`src/rtl/uart_core_param.sv`:
```
// uart_core_param: parametrised full-duplex UART with a valid/ready TX side,
// a majority-voting RX side, and framing/parity error reporting.
// Optional build macro UART_LOOPBACK_EN adds a 'loopback' input that routes
// the internal tx register into the RX synchroniser in place of pin rx.
//
// TX states   | meaning
//   TX_IDLE   | line high, tx_ready asserted, waiting for handshake
//   TX_START  | driving start bit (low)
//   TX_DATA   | driving data bits LSB first
//   TX_PARITY | driving parity bit (only when PARITY != 0)
//   TX_STOP   | driving STOP_BITS stop bits (high)
// RX states   | meaning
//   RX_IDLE   | waiting for a low sample on a tick
//   RX_START  | checking the start bit, false start returns to idle
//   RX_DATA   | shifting in data bits LSB first
//   RX_PARITY | capturing the parity bit
//   RX_STOP   | reporting the word at the stop-bit vote
//   RX_BREAK  | line held low after a framing error, wait for high
module uart_core_param #(
  parameter int CLK_FREQ   = 50_000_000,
  parameter int BAUD_RATE  = 115_200,
  parameter int OVERSAMPLE = 16,
  parameter int DATA_BITS  = 8,
  parameter int PARITY     = 0,
  parameter int STOP_BITS  = 1
) (
  input  logic                 clk,
  input  logic                 reset,
`ifdef UART_LOOPBACK_EN
  input  logic                 loopback,
`endif
  input  logic [DATA_BITS-1:0] tx_data,
  input  logic                 tx_valid,
  output logic                 tx_ready,
  output logic                 tx,
  input  logic                 rx,
  output logic [DATA_BITS-1:0] rx_data,
  output logic                 rx_valid,
  output logic                 rx_frame_err,
  output logic                 rx_parity_err
);

  localparam int BAUD_DIV_RAW = (CLK_FREQ + BAUD_RATE * OVERSAMPLE / 2) / (BAUD_RATE * OVERSAMPLE);
  localparam int BAUD_DIV     = (BAUD_DIV_RAW < 1) ? 1 : BAUD_DIV_RAW;
  localparam int BDW          = $clog2(BAUD_DIV + 1);
  localparam int HALF         = OVERSAMPLE / 2;
  localparam int RCW          = $clog2(OVERSAMPLE);
  localparam int TCW          = $clog2(STOP_BITS * OVERSAMPLE);
  localparam int BW           = $clog2(DATA_BITS);
  localparam logic ODD        = (PARITY == 2);

  // Free-running baud down-counter; tick on terminal count, shared by TX and RX.
  logic [BDW-1:0] baud_cnt;
  logic           tick;
  assign tick = (baud_cnt == '0);

  always_ff @(posedge clk or posedge reset) begin
    if (reset)     baud_cnt <= '0;
    else if (tick) baud_cnt <= BDW'(BAUD_DIV - 1);
    else           baud_cnt <= baud_cnt - 1'b1;
  end

  // ---------------- transmitter ----------------
  typedef enum logic [2:0] {TX_IDLE, TX_START, TX_DATA, TX_PARITY, TX_STOP} tx_state_t;
  tx_state_t            tx_state, tx_state_d;
  logic [TCW-1:0]       tx_cnt, tx_cnt_d;
  logic [BW-1:0]        tx_bit, tx_bit_d;
  logic [DATA_BITS-1:0] tx_buf, tx_buf_d;
  logic                 tx_q, tx_d;
  logic                 tx_done;

  assign tx_done  = tick && (tx_cnt == '0);
  assign tx       = tx_q;
  assign tx_ready = (tx_state == TX_IDLE);

  // TX next state; tx_d is the line level for the state being entered so tx stays registered.
  always_comb begin
    tx_state_d = tx_state;
    tx_cnt_d   = tx_cnt;
    tx_bit_d   = tx_bit;
    tx_buf_d   = tx_buf;
    tx_d       = tx_q;
    case (tx_state)
      TX_IDLE: begin
        tx_d = 1'b1;
        if (tx_valid) begin
          tx_buf_d   = tx_data;
          tx_cnt_d   = TCW'(OVERSAMPLE - 1);
          tx_state_d = TX_START;
          tx_d       = 1'b0;
        end
      end
      TX_START, TX_DATA, TX_PARITY, TX_STOP: begin
        if (tick && !tx_done) tx_cnt_d = tx_cnt - 1'b1;
        if (tx_done) begin
          tx_cnt_d = TCW'(OVERSAMPLE - 1);
          if (tx_state == TX_START) begin
            tx_bit_d   = '0;
            tx_state_d = TX_DATA;
            tx_d       = tx_buf[0];
          end else if (tx_state == TX_DATA && tx_bit != BW'(DATA_BITS - 1)) begin
            tx_bit_d = tx_bit + 1'b1;
            tx_d     = tx_buf[tx_bit + 1'b1];
          end else if (tx_state == TX_DATA && PARITY != 0) begin
            tx_state_d = TX_PARITY;
            tx_d       = (^tx_buf) ^ ODD;
          end else if (tx_state != TX_STOP) begin
            tx_cnt_d   = TCW'(STOP_BITS * OVERSAMPLE - 1);
            tx_state_d = TX_STOP;
            tx_d       = 1'b1;
          end else begin
            tx_state_d = TX_IDLE;
            tx_d       = 1'b1;
          end
        end
      end
      default: begin
        tx_state_d = TX_IDLE;
        tx_d       = 1'b1;
      end
    endcase
  end

  // TX state register; reset drives the line high immediately.
  always_ff @(posedge clk or posedge reset) begin
    if (reset) begin
      tx_state <= TX_IDLE;
      tx_cnt   <= '0;
      tx_bit   <= '0;
      tx_buf   <= '0;
      tx_q     <= 1'b1;
    end else begin
      tx_state <= tx_state_d;
      tx_cnt   <= tx_cnt_d;
      tx_bit   <= tx_bit_d;
      tx_buf   <= tx_buf_d;
      tx_q     <= tx_d;
    end
  end

  // ---------------- receiver ----------------
  logic rx_in, rx_s1, rx_s2;
`ifdef UART_LOOPBACK_EN
  assign rx_in = loopback ? tx_q : rx;
`else
  assign rx_in = rx;
`endif

  typedef enum logic [2:0] {RX_IDLE, RX_START, RX_DATA, RX_PARITY, RX_STOP, RX_BREAK} rx_state_t;
  rx_state_t            rx_state, rx_state_d;
  logic [RCW-1:0]       rx_cnt, rx_cnt_d;
  logic [BW-1:0]        rx_bit, rx_bit_d;
  logic [DATA_BITS-1:0] rx_sh, rx_sh_d, rx_data_d;
  logic                 rx_v0, rx_v0_d, rx_v1, rx_v1_d, rx_par, rx_par_d;
  logic                 rx_valid_d, fe_d, pe_d;
  logic                 rx_at_vote, rx_at_end, vote;

  assign rx_at_vote = tick && (rx_cnt == RCW'(HALF + 1));
  assign rx_at_end  = tick && (rx_cnt == RCW'(OVERSAMPLE - 1));
  assign vote       = (rx_v0 & rx_v1) | (rx_v0 & rx_s2) | (rx_v1 & rx_s2);

  // RX next state: bit timing, 3-sample majority vote, word and error reporting.
  always_comb begin
    rx_state_d = rx_state;
    rx_cnt_d   = rx_cnt;
    rx_bit_d   = rx_bit;
    rx_sh_d    = rx_sh;
    rx_v0_d    = rx_v0;
    rx_v1_d    = rx_v1;
    rx_par_d   = rx_par;
    rx_data_d  = rx_data;
    rx_valid_d = 1'b0;
    fe_d       = rx_frame_err;
    pe_d       = rx_parity_err;
    if (tick && rx_state inside {RX_START, RX_DATA, RX_PARITY, RX_STOP}) begin
      rx_cnt_d = rx_at_end ? '0 : rx_cnt + 1'b1;
      if (rx_cnt == RCW'(HALF - 1)) rx_v0_d = rx_s2;
      if (rx_cnt == RCW'(HALF))     rx_v1_d = rx_s2;
    end
    case (rx_state)
      RX_IDLE: begin
        if (tick && !rx_s2) begin
          rx_cnt_d   = '0;
          rx_state_d = RX_START;
        end
      end
      RX_START: begin
        if (rx_at_vote && vote) rx_state_d = RX_IDLE;
        else if (rx_at_end) begin
          rx_bit_d   = '0;
          rx_state_d = RX_DATA;
        end
      end
      RX_DATA: begin
        if (rx_at_vote) rx_sh_d = {vote, rx_sh[DATA_BITS-1:1]};
        if (rx_at_end) begin
          if (rx_bit != BW'(DATA_BITS - 1)) rx_bit_d = rx_bit + 1'b1;
          else if (PARITY != 0)             rx_state_d = RX_PARITY;
          else                              rx_state_d = RX_STOP;
        end
      end
      RX_PARITY: begin
        if (rx_at_vote) rx_par_d = vote;
        if (rx_at_end)  rx_state_d = RX_STOP;
      end
      RX_STOP: begin
        // Report at the stop-bit centre so the next start edge is never missed.
        if (rx_at_vote) begin
          rx_data_d  = rx_sh;
          rx_valid_d = 1'b1;
          fe_d       = !vote;
          pe_d       = (PARITY != 0) && (rx_par != ((^rx_sh) ^ ODD));
          rx_state_d = vote ? RX_IDLE : RX_BREAK;
        end
      end
      RX_BREAK: begin
        if (tick && rx_s2) rx_state_d = RX_IDLE;
      end
      default: rx_state_d = RX_IDLE;
    endcase
  end

  // RX synchroniser, state and output registers.
  always_ff @(posedge clk or posedge reset) begin
    if (reset) begin
      rx_s1         <= 1'b1;
      rx_s2         <= 1'b1;
      rx_state      <= RX_IDLE;
      rx_cnt        <= '0;
      rx_bit        <= '0;
      rx_sh         <= '0;
      rx_v0         <= 1'b1;
      rx_v1         <= 1'b1;
      rx_par        <= 1'b0;
      rx_data       <= '0;
      rx_valid      <= 1'b0;
      rx_frame_err  <= 1'b0;
      rx_parity_err <= 1'b0;
    end else begin
      rx_s1         <= rx_in;
      rx_s2         <= rx_s1;
      rx_state      <= rx_state_d;
      rx_cnt        <= rx_cnt_d;
      rx_bit        <= rx_bit_d;
      rx_sh         <= rx_sh_d;
      rx_v0         <= rx_v0_d;
      rx_v1         <= rx_v1_d;
      rx_par        <= rx_par_d;
      rx_data       <= rx_data_d;
      rx_valid      <= rx_valid_d;
      rx_frame_err  <= fe_d;
      rx_parity_err <= pe_d;
    end
  end

endmodule

```
`config.mk`:
```
export PLATFORM = sky130hd
export DESIGN_NAME = uart_core_param
export DESIGN_NICKNAME = d
export VERILOG_FILES = /design/src/rtl/uart_core_param.sv
export SDC_FILE = /design/constraint.sdc
export NUM_CORES = 1
export LEC_CHECK = 0
export CORE_MARGIN = 1
export CORE_UTILIZATION = 40
export DETAILED_ROUTE_END_ITERATION = 12
export PLACE_DENSITY = 0.65
export SYNTH_ARGS = -nofsm -noshare
export SYNTH_HDL_FRONTEND = slang
export SYNTH_SLANG_ARGS = --single-unit
```
`constraint.sdc`:
```
create_clock -name clk -period 4.4 [get_ports clk]
set_input_delay 1.1 -clock clk [delete_from_list [all_inputs] [get_ports clk]]
set_output_delay 1.1 -clock clk [all_outputs]
set_load 0.005 [all_outputs]
```
==> impl_metrics.py, run 1 <==
metrics = {
    "synth": {
        "ys_dominant_reg_cell": "sky130_fd_sc_hd__dfrtp_1",
        "synthesis.nets": 271,
        "synthArstFlopShare_pct": 100,
        "synth-edff-count": 0,
        "yosysTopAreaCellShare_pct": 44.6,
        "synthesis.yosys.warnings": 0,
        "post_synth_num_cell_types": 60,
        "yosys_reg_bits": 56,
        "netlist.top_cell.by_area": "sky130_fd_sc_hd__dfrtp_1",
        "synth-seq-area-share_pct": 49.2,
        "synth.top_cells.by_count": "sky130_fd_sc_hd__dfrtp_1, sky130_fd_sc_hd__mux2_2, sky130_fd_sc_hd__nand2_1",
        "largest_cells_by_area_after_synthesis": "sky130_fd_sc_hd__dfrtp_1, sky130_fd_sc_hd__mux2_2, sky130_fd_sc_hd__dfstp_2, sky130_fd_sc_hd__ha_1, sky130_fd_sc_hd__mux2_1",
        "synthCells": 249,
        "mappedNetlistArea_um2": 2860,
        "syn_avg_cell_area_um2": 11.5,
        "synth.most_common_cell": "sky130_fd_sc_hd__dfrtp_1",
    },
    "global_routing": {
        "vias_in_the_first_global_route": 1821,
        "grt_overflow_total": 0,
        "grt_start_max_net_pins": 38,
        "grt_pass1_wl_um": 8480,
        "grtUsageTotal_pct": 14.4,
        "number_of_antenna_violations_at_the_first_check_in_global_routing": 0,
    },
    "place": {
        "port-buffer-count": 23,
        "place_area_um2": 3180,
        "hpwlAfterDp_um": 3420,
        "dp.cells": 359,
        "gp_congestion": 0.814,
        "detailedPlace.worstSlack_ns": 1.71,
    },
    "cts": {
        "cts_tree": "done",
        "postCtsHoldBufs": 0,
        "cts-buffers-inserted": 5,
        "clock_insertion_delay_worst_skew_ns": 0.30,
        "cts.clk_slew.worst_paths_ns": 0.10,
        "cts_resized": 0,
        "h-tree-depth": 2,
        "maximum_number_of_buffers_from_clock_root_to_sink": 2,
        "count_of_buffers_added_by_post_cts_timing_repair_for_setup": 0,
        "cts.sink_count": 56,
        "cts.root.buffer_cell": "sky130_fd_sc_hd__clkbuf_8",
    },
    "sta": {
        "max_freq_ghz": 0.349,
        "worstMarginPinSlew_ns": 0.741,
        "layout_worst_path_cycle_share_pct": 65.2,
        "timing.clock.skew_ns": 0.00524,
        "rsz_0062_raised_after_global_routing": "false",
        "timing_hold_violations_final": 0,
        "number_of_slew_limit_violations_in_the_final_report": 0,
        "setup_viol_count_final": 0,
        "post-route-worst-setup-slack_ns": 1.53,
        "totalNegativeSetupSlack_ns": 0,
        "fin_worst_hold_slack_ns": 0.362,
        "post-route-min-period_ns": 2.87,
        "slew-limit-headroom_pct": 50.5,
    },
    "floorplan": {
        "initial_core_util_pct": 41.7,
        "placeableCoreArea_um2": 6870,
        "top_level_port_count": 25,
        "fp.dieW_um": 86.6,
        "total_die_area_um2": 7500,
        "num_rows": 30,
        "chipHeight_um": 86.6,
    },
    "route": {
        "drt_first_iter_violations": 122,
        "vias_per_cell": 5.13,
        "wl_per_cell_um": 13.1,
        "postRouteAntennaNets": 0,
        "totalWireLength_um": 4790,
        "detail_route.drc_violations": 0,
        "vias_after_detailed_routing": 1884,
        "drt_pass1_iterations": 4,
    },
    "setup_path": {
        "worstReg2RegEnd": "rx_data[2]",
        "crit_path_start_kind": "flop",
        "crit-reg2reg-launch": "baud_cnt[0]",
        "timing.reg2reg.setup_slack_ns": 2.11,
        "worst_setup_path_startpoint": "tx_state[2]",
        "cp_data_arrival_time_ns": 1.77,
        "cp.required_ns": 3.30,
        "worstPathMaxFanout": 15,
        "critPathCapture": "tx_ready",
        "critical_path_class": "reg -> out",
        "ff2ff_path_depth": 6,
        "worst_setup_path_end_kind": "primary output",
    },
    "power_and_ir_drop": {
        "power_density_nw_per_um2": 347,
        "total_leakage_power_nw": 1.46,
        "post-layout-total-power_mw": 1.14,
        "peakVddDrop_mv": 0.205,
    },
    "final_layout": {
        "finalNetCount": 292,
        "n_antenna_cell": 0,
        "number_of_filler_cells_placed_in_the_layout": 611,
        "area.growth.synth_to_final_pct": 14.7,
        "finalCoreUtilization_pct": 47.8,
        "fin_area_um2": 3280,
        "layout-drive-gt1-share_pct": 19.2,
        "layout.cells.non_filler": 367,
    },
    "flow_run": {
        "max_cap_violations": 0,
    },
    "hold_path": {
        "hold_path_class": "reg -> reg",
    },
    "status": {
        "status": "complete, no violations",
    },
}
## flip-flops by register name (all words and copies together), names as in the netlist, 3 cells and up
name / flops
tx_state: 3
tx_buf: 8
baud_cnt: 5
rx_sh: 8
tx_cnt: 4
rx_data: 8
tx_bit: 3
rx_bit: 3
rx_cnt: 4
rx_state: 3
## placed cells by master (no fill, tap or decap), types with 3 or more instances in the layout
| master | synthesis | final |
|---|---|---|
| sky130_fd_sc_hd__dfrtp_1 | 51 | 51 |
| sky130_fd_sc_hd__mux2_2 | 24 | 24 |
| sky130_fd_sc_hd__clkdlybuf4s50_1 | 0 | 23 |
| sky130_fd_sc_hd__nand2_1 | 19 | 19 |
| sky130_fd_sc_hd__nor2_1 | 13 | 13 |
| sky130_fd_sc_hd__inv_1 | 13 | 12 |
| sky130_fd_sc_hd__ha_1 | 10 | 10 |
| sky130_fd_sc_hd__mux2_1 | 8 | 8 |
| sky130_fd_sc_hd__a21oi_1 | 7 | 7 |
| sky130_fd_sc_hd__nand2b_1 | 6 | 6 |
| sky130_fd_sc_hd__nor2b_1 | 6 | 6 |
| sky130_fd_sc_hd__nand3_1 | 5 | 5 |
| sky130_fd_sc_hd__o21ai_0 | 5 | 5 |
| sky130_fd_sc_hd__clkbuf_8 | 0 | 5 |
| sky130_fd_sc_hd__dfstp_2 | 5 | 5 |
| sky130_fd_sc_hd__nor3_1 | 4 | 4 |
| sky130_fd_sc_hd__or3_1 | 4 | 4 |
| sky130_fd_sc_hd__nand3b_1 | 3 | 3 |
| sky130_fd_sc_hd__o211ai_1 | 3 | 3 |
| sky130_fd_sc_hd__mux2i_1 | 3 | 3 |
| sky130_fd_sc_hd__buf_4 | 2 | 3 |
## cells by family after synthesis
kind of cell / Yosys count / share of synthesized area (%)
AOI/OAI and AO/OA: 40 / 10.1
adders and majority gates: 11 / 4.72
other: 1 / 0.131
DFF: 56 / 49.2
and+or+nand+nor: 77 / 15.9
buffers and inverters: 25 / 3.98
xor gates and xnor gates: 2 / 0.612
muxes: 37 / 15.3
## report_power, final
group	switching (mW)	total [mW]	internal [mW]
Sequential	0.0392	0.609	0.569
Clock	0.161	0.331	0.169
Combinational	0.0871	0.199	0.112
Total	0.288	1.14	0.851
## how the worst min path moves through the flow
stage | from | slack [ns] | cells after the start | endpoint
global placement | rx_s1 | 0.35 | 0 | rx_s2
detailed placement | rx_s1 | 0.35 | 0 | rx_s2
finish | rx_s1 | 0.36 | 0 | rx_s2
floorplan | rx_s1 | 0.35 | 0 | rx_s2
global route | rx_s1 | 0.37 | 0 | rx_s2
CTS | rx_s1 | 0.36 | 0 | rx_s2
## critical path: stages, from the launching register on
cell and delay (ns):
sky130_fd_sc_hd__dfrtp_1 0.54, sky130_fd_sc_hd__nor3_1 0.37, sky130_fd_sc_hd__clkdlybuf4s50_1 0.56
## layer usage
metal  vias up  track usage, %  share of wire (%)
met5         -               0                  0
met4         0            4.39                1.1
met3         4            2.67                2.7
met2        28            22.4                 46
met1       924            20.5                 50
li1        928               -                  -
## cell type report
cell class / count / area [µm²] / area share, %
repair buffers: 26 / 253 / 7.70
flip-flops and latches: 56 / 1410 / 42.9
multi-input cells: 168 / 1350 / 41.0
clock inverters: 2 / 35.0 / 1.07
clock buffers: 6 / 72.6 / 2.21
well taps: 96 / 120 / 3.66
inverters: 13 / 48.8 / 1.49
No activity file was read; power rests on OpenSTA's default activity.
==> run 2: changes to the inputs <==
--- a/config.mk
+++ b/config.mk
@@ -8,7 +8,7 @@
 export CORE_MARGIN = 1
 export CORE_UTILIZATION = 40
 export DETAILED_ROUTE_END_ITERATION = 12
-export PLACE_DENSITY = 0.65
+export PLACE_DENSITY = 0.67
 export SYNTH_ARGS = -nofsm -noshare
 export SYNTH_HDL_FRONTEND = slang
 export SYNTH_SLANG_ARGS = --single-unit
==> constraint.sdc (replaced) <==
create_clock -name clk -period 2.4 [get_ports clk]
set_input_delay 0.6 -clock clk [delete_from_list [all_inputs] [get_ports clk]]
set_output_delay 0.6 -clock clk [all_outputs]
set_load 0.005 [all_outputs]
==> run 2 against run 1 <==
  * First-iteration DRC count is 11% lower
  * Count of clock-buffer cells in the layout unchanged
  * Flip-flop and latch count unchanged
  * Sequential power rose by 84%
  * Wire length grew 2.9%
  * Die area is the same
  * Global-route usage increased by 0.25 points
  * Design area rose by 2.7%
  * Sequential share of layout area fell by 1.1 points
  * Hold slack improved by 0.0034 ns
  * Worst setup slack worse by 1.4 ns
  * Critical path type unchanged
  * Critical endpoint unchanged
==> impl_metrics.py, run 2 (synthesized netlist as in run 1, its figures left out) <==
metrics = {
    "cts": {
        "maximum_number_of_buffers_from_clock_root_to_sink": 2,
        "cts_tree": "done",
        "clock_insertion_delay_worst_skew_ns": 0.31,
        "cts.clk_slew.worst_paths_ns": 0.10,
        "cts.sink_count": 56,
        "count_of_buffers_added_by_post_cts_timing_repair_for_setup": 0,
        "h-tree-depth": 2,
        "cts_resized": 0,
        "postCtsHoldBufs": 0,
        "cts-buffers-inserted": 5,
        "cts.root.buffer_cell": "sky130_fd_sc_hd__clkbuf_8",
    },
    "floorplan": {
        "placeableCoreArea_um2": 6870,
        "total_die_area_um2": 7500,
        "num_rows": 30,
        "fp.dieW_um": 86.6,
        "initial_core_util_pct": 41.7,
        "chipHeight_um": 86.6,
        "top_level_port_count": 25,
    },
    "hold_path": {
        "hold_path_startpoint": "rx_s1",
        "hold_path_class": "reg -> reg",
        "min_to": "rx_s2",
        "min_path_cells": 0,
    },
    "power_and_ir_drop": {
        "total_leakage_power_nw": 1.50,
        "power_density_nw_per_um2": 662,
        "peakVddDrop_mv": 0.408,
    },
    "setup_path": {
        "worst_setup_path_end_kind": "primary output",
        "ff2ff_path_depth": 5,
        "cp_data_arrival_time_ns": 1.66,
        "critical_path_class": "reg -> out",
        "timing.reg2reg.setup_slack_ns": 0.31,
        "worstReg2RegEnd": "rx_bit[0]",
        "crit_path_start_kind": "flop",
        "worstPathMaxFanout": 10,
        "crit-reg2reg-launch": "baud_cnt[0]",
        "cp.required_ns": 1.80,
    },
    "global_routing": {
        "number_of_antenna_violations_at_the_first_check_in_global_routing": 0,
        "grtUsageTotal_pct": 14.7,
        "grt_overflow_total": 0,
        "grt_pass1_wl_um": 8630,
        "vias_in_the_first_global_route": 1837,
        "grt_start_max_net_pins": 57,
    },
    "sta": {
        "post-route-min-period_ns": 2.26,
        "slew-limit-headroom_pct": 62.1,
        "max_freq_ghz": 0.442,
        "timing.clock.skew_ns": 0.00363,
        "timing_hold_violations_final": 0,
        "totalNegativeSetupSlack_ns": 0,
        "worstMarginPinSlew_ns": 0.565,
        "rsz_0062_raised_after_global_routing": "false",
        "setup_viol_count_final": 0,
        "layout_worst_path_cycle_share_pct": 94.3,
        "number_of_slew_limit_violations_in_the_final_report": 0,
    },
    "final_layout": {
        "layout-drive-gt1-share_pct": 20.7,
        "largestRegisters": "rx_data (8), rx_sh (8), tx_buf (8)",
        "layout.cells.non_filler": 372,
        "layout_commonest_cell": "sky130_fd_sc_hd__dfrtp_1",
        "finalNetCount": 297,
        "layout_common_cells": "sky130_fd_sc_hd__dfrtp_1, sky130_fd_sc_hd__mux2_2, sky130_fd_sc_hd__clkdlybuf4s50_1",
        "n_antenna_cell": 0,
        "area.growth.synth_to_final_pct": 17.8,
    },
    "place": {
        "gp_congestion": 0.816,
        "dp.cells": 364,
        "port-buffer-count": 23,
        "hpwlAfterDp_um": 3390,
    },
    "route": {
        "wl_per_cell_um": 13.2,
        "detail_route.drc_violations": 0,
        "vias_after_detailed_routing": 1902,
        "totalWireLength_um": 4930,
        "drt_pass1_iterations": 4,
        "vias_per_cell": 5.11,
        "drt_first_iter_violations": 108,
        "postRouteAntennaNets": 0,
    },
    "flow_run": {
        "max_cap_violations": 0,
    },
    "status": {
        "status": "complete, no violations",
    },
}
-- run 2: cell types whose count changed in the layout (fill, tap and decap cells not counted), sizes merged --
cell / change
clkinv: -1
buf: +5
bufinv: +1
-- run 2: metrics by stage --
stage	util, %	area, µm²	total power, mW	hold slack, ns	setup WS, ns
after floorplan	-	2860	1.38	0.345	0.437
after global placement	47.1	3240	1.52	0.346	0.256
after detailed placement	47.1	3240	1.53	0.353	0.221
after CTS	49.1	3370	2.26	0.367	0.139
after global routing	49.1	3370	2.34	0.368	0.0519
final	49.1	3370	2.23	0.365	0.137
-- run 2: worst max-delay path, cell delays in order (launching register included) --
cell and delay, ns:
sky130_fd_sc_hd__dfrtp_1 0.49, sky130_fd_sc_hd__nor3_1 0.22, sky130_fd_sc_hd__buf_4 0.15, sky130_fd_sc_hd__clkdlybuf4s50_1 0.50
-- run 2: area by class of cell --
class,count,area [µm²]
flip-flops and latches,56,1410
clock buffers,6,72.6
clock inverters,2,60.1
inverters,13,48.8
multi-input cells,168,1350
fillers,617,3500
repair buffers,31,315
well taps,96,120
-- run 2: worst max-delay path by stage --
stage / from / to / slack, ns / cells after the start
after floorplan: reset / baud_cnt[0] / 0.44 / 1
after global placement: tx_valid / tx_buf[5] / 0.26 / 5
after detailed placement: tx_valid / tx_buf[6] / 0.22 / 5
after CTS: tx_state[0] / tx_ready / 0.14 / 3
after global routing: tx_state[0] / tx_ready / 0.05 / 3
final: tx_state[0] / tx_ready / 0.14 / 3
-- run 2: power by group --
part | total, mW | switching, mW | internal, mW
clock | 0.723 | 0.305 | 0.417
sequential | 1.12 | 0.0713 | 1.04
combinational | 0.393 | 0.165 | 0.229
total | 2.23 | 0.542 | 1.69
-- run 2: layer usage --
| metal | GRT usage [%] | up-vias | share of wire (%) |
|---|---|---|---|
| li1 | - | 935 | - |
| met1 | 21.0 | 924 | 50 |
| met2 | 22.0 | 36 | 44 |
| met3 | 2.86 | 7 | 3.9 |
| met4 | 5.45 | 0 | 1.6 |
| met5 | 0 | - | 0 |
==> run 3: changes to the inputs <==
--- a/config.mk
+++ b/config.mk
@@ -8,7 +8,6 @@
 export CORE_MARGIN = 1
 export CORE_UTILIZATION = 40
 export DETAILED_ROUTE_END_ITERATION = 12
-export PLACE_DENSITY = 0.67
 export SYNTH_ARGS = -nofsm -noshare
 export SYNTH_HDL_FRONTEND = slang
 export SYNTH_SLANG_ARGS = --single-unit
==> run 3 against run 2 <==
  * Largest power group unchanged
  * Count of clock-buffer cells in the layout fell by 1
  * Power fell by 9.3%
  * Hold slack got worse by 0.0049 ns
  * Die area did not move
  * Wire length barely moved
  * Maximum frequency rose by 1.8%
  * Largest cell class unchanged
==> impl_metrics.py, run 3 (synthesized netlist as in run 1, its figures left out) <==
metrics = {
    "route": {
        "detail_route.drc_violations": 0,
        "drt_pass1_iterations": 4,
        "drt_first_iter_violations": 109,
        "totalWireLength_um": 4930,
        "vias_per_cell": 5.14,
        "postRouteAntennaNets": 0,
        "wl_per_cell_um": 13.3,
        "vias_after_detailed_routing": 1913,
    },
    "final_layout": {
        "layout_common_cells": "sky130_fd_sc_hd__dfrtp_1, sky130_fd_sc_hd__mux2_2, sky130_fd_sc_hd__clkdlybuf4s50_1",
        "fin_area_um2": 3320,
        "layout.cells.non_filler": 372,
        "layout.area.seq_um2": 1410,
        "finalNetCount": 297,
        "largestRegisters": "rx_data (8), rx_sh (8), tx_buf (8)",
        "multi_input_area_um2": 1350,
        "n_antenna_cell": 0,
        "layout_commonest_cell": "sky130_fd_sc_hd__dfrtp_1",
        "number_of_filler_cells_placed_in_the_layout": 619,
        "area.growth.synth_to_final_pct": 16.1,
        "layout-drive-gt1-share_pct": 21.4,
        "finalCoreUtilization_pct": 48.4,
    },
    "sta": {
        "layout_worst_path_cycle_share_pct": 92.6,
        "totalNegativeSetupSlack_ns": 0,
        "post-route-min-period_ns": 2.22,
        "rsz_0062_raised_after_global_routing": "false",
        "post-route-worst-setup-slack_ns": 0.178,
        "timing_hold_violations_final": 0,
        "max_freq_ghz": 0.450,
        "timing.clock.skew_ns": 0.00752,
        "number_of_slew_limit_violations_in_the_final_report": 0,
        "setup_viol_count_final": 0,
        "fin_worst_hold_slack_ns": 0.360,
    },
    "power_and_ir_drop": {
        "peakVddDrop_mv": 0.409,
        "power_density_nw_per_um2": 609,
        "total_leakage_power_nw": 1.48,
        "post-layout-total-power_mw": 2.02,
    },
    "setup_path": {
        "worstPathMaxFanout": 10,
        "critical-path-top-delay-family": "buffers and inverters",
        "critPathSlowestCell": "sky130_fd_sc_hd__clkdlybuf4s50_1",
        "timing.reg2reg.setup_slack_ns": 0.30,
        "crit_path_start_kind": "flop",
        "path_buf_inv": 1,
        "critical_path_class": "reg -> out",
        "cp_data_arrival_time_ns": 1.62,
        "cpPeakStageDelay_ns": 0.54,
        "worst_setup_path_end_kind": "primary output",
        "crit_path_cell_trace": "nor3_2 > clkdlybuf4s50_1",
        "cp.required_ns": 1.80,
    },
    "cts": {
        "cts.clk_slew.worst_paths_ns": 0.10,
        "cts.sink_count": 56,
        "maximum_number_of_buffers_from_clock_root_to_sink": 2,
        "cts.root.buffer_cell": "sky130_fd_sc_hd__clkbuf_8",
        "h-tree-depth": 2,
        "postCtsHoldBufs": 0,
        "cts-buffers-inserted": 5,
        "clock_insertion_delay_worst_skew_ns": 0.31,
        "cts_tree": "done",
    },
    "place": {
        "dp.cells": 364,
        "gp_congestion": 0.748,
        "place_area_um2": 3230,
        "hpwlAfterDp_um": 3430,
        "detailedPlace.worstSlack_ns": 0.139,
        "port-buffer-count": 23,
    },
    "floorplan": {
        "chipHeight_um": 86.6,
        "placeableCoreArea_um2": 6870,
        "fp.dieW_um": 86.6,
        "initial_core_util_pct": 41.7,
        "top_level_port_count": 25,
        "total_die_area_um2": 7500,
        "num_rows": 30,
    },
    "global_routing": {
        "vias_in_the_first_global_route": 1871,
        "grt_start_max_net_pins": 57,
        "grt_overflow_total": 0,
        "grtUsageTotal_pct": 14.8,
        "grt_pass1_wl_um": 8820,
        "number_of_antenna_violations_at_the_first_check_in_global_routing": 0,
    },
    "status": {
        "status": "complete, no violations",
    },
    "flow_run": {
        "max_cap_violations": 0,
    },
    "hold_path": {
        "hold_path_class": "reg -> reg",
    },
}
## run 3: repair_timing
item                       CTS  global route
resized for setup            0             1
setup endpoints to repair    0             1
setup buffers                0             0
## run 3: metal layers
metal,part of all wire (%),track usage (%),up-vias,wire [µm]
met5,0,0,-,0
met4,1.3,4.70,0,65
met3,2.7,2.76,5,134
met2,45,22.6,23,2200
met1,51,21.2,939,2530
li1,-,-,946,-
## run 3: worst paths after layout
check,to,cells after the start,startpoint
max,tx_ready,2,tx_state[0]
min,rx_s2,0,rx_s1
max reg2reg,rx_bit[0],5,baud_cnt[0]
min reg2reg,rx_s2,0,rx_s1
max in group asynchronous,rx_s1,3,reset
min in group asynchronous,rx_data[4],3,reset
## run 3: report_power, final
part           internal [mW]  leakage (nW)  switching [mW]
registers               1.04         0.705          0.0744
logic                  0.221         0.729           0.158
clock network          0.210        0.0485           0.317
total                   1.47          1.48           0.550
## run 3: area by class of cell
class	instances	area share, %
flip-flops and latches	56	42.4
multi-input cells	168	40.7
repair buffers	31	9.11
well taps	96	3.62
clock buffers	5	2.07
inverters	13	1.47
clock inverters	3	0.678
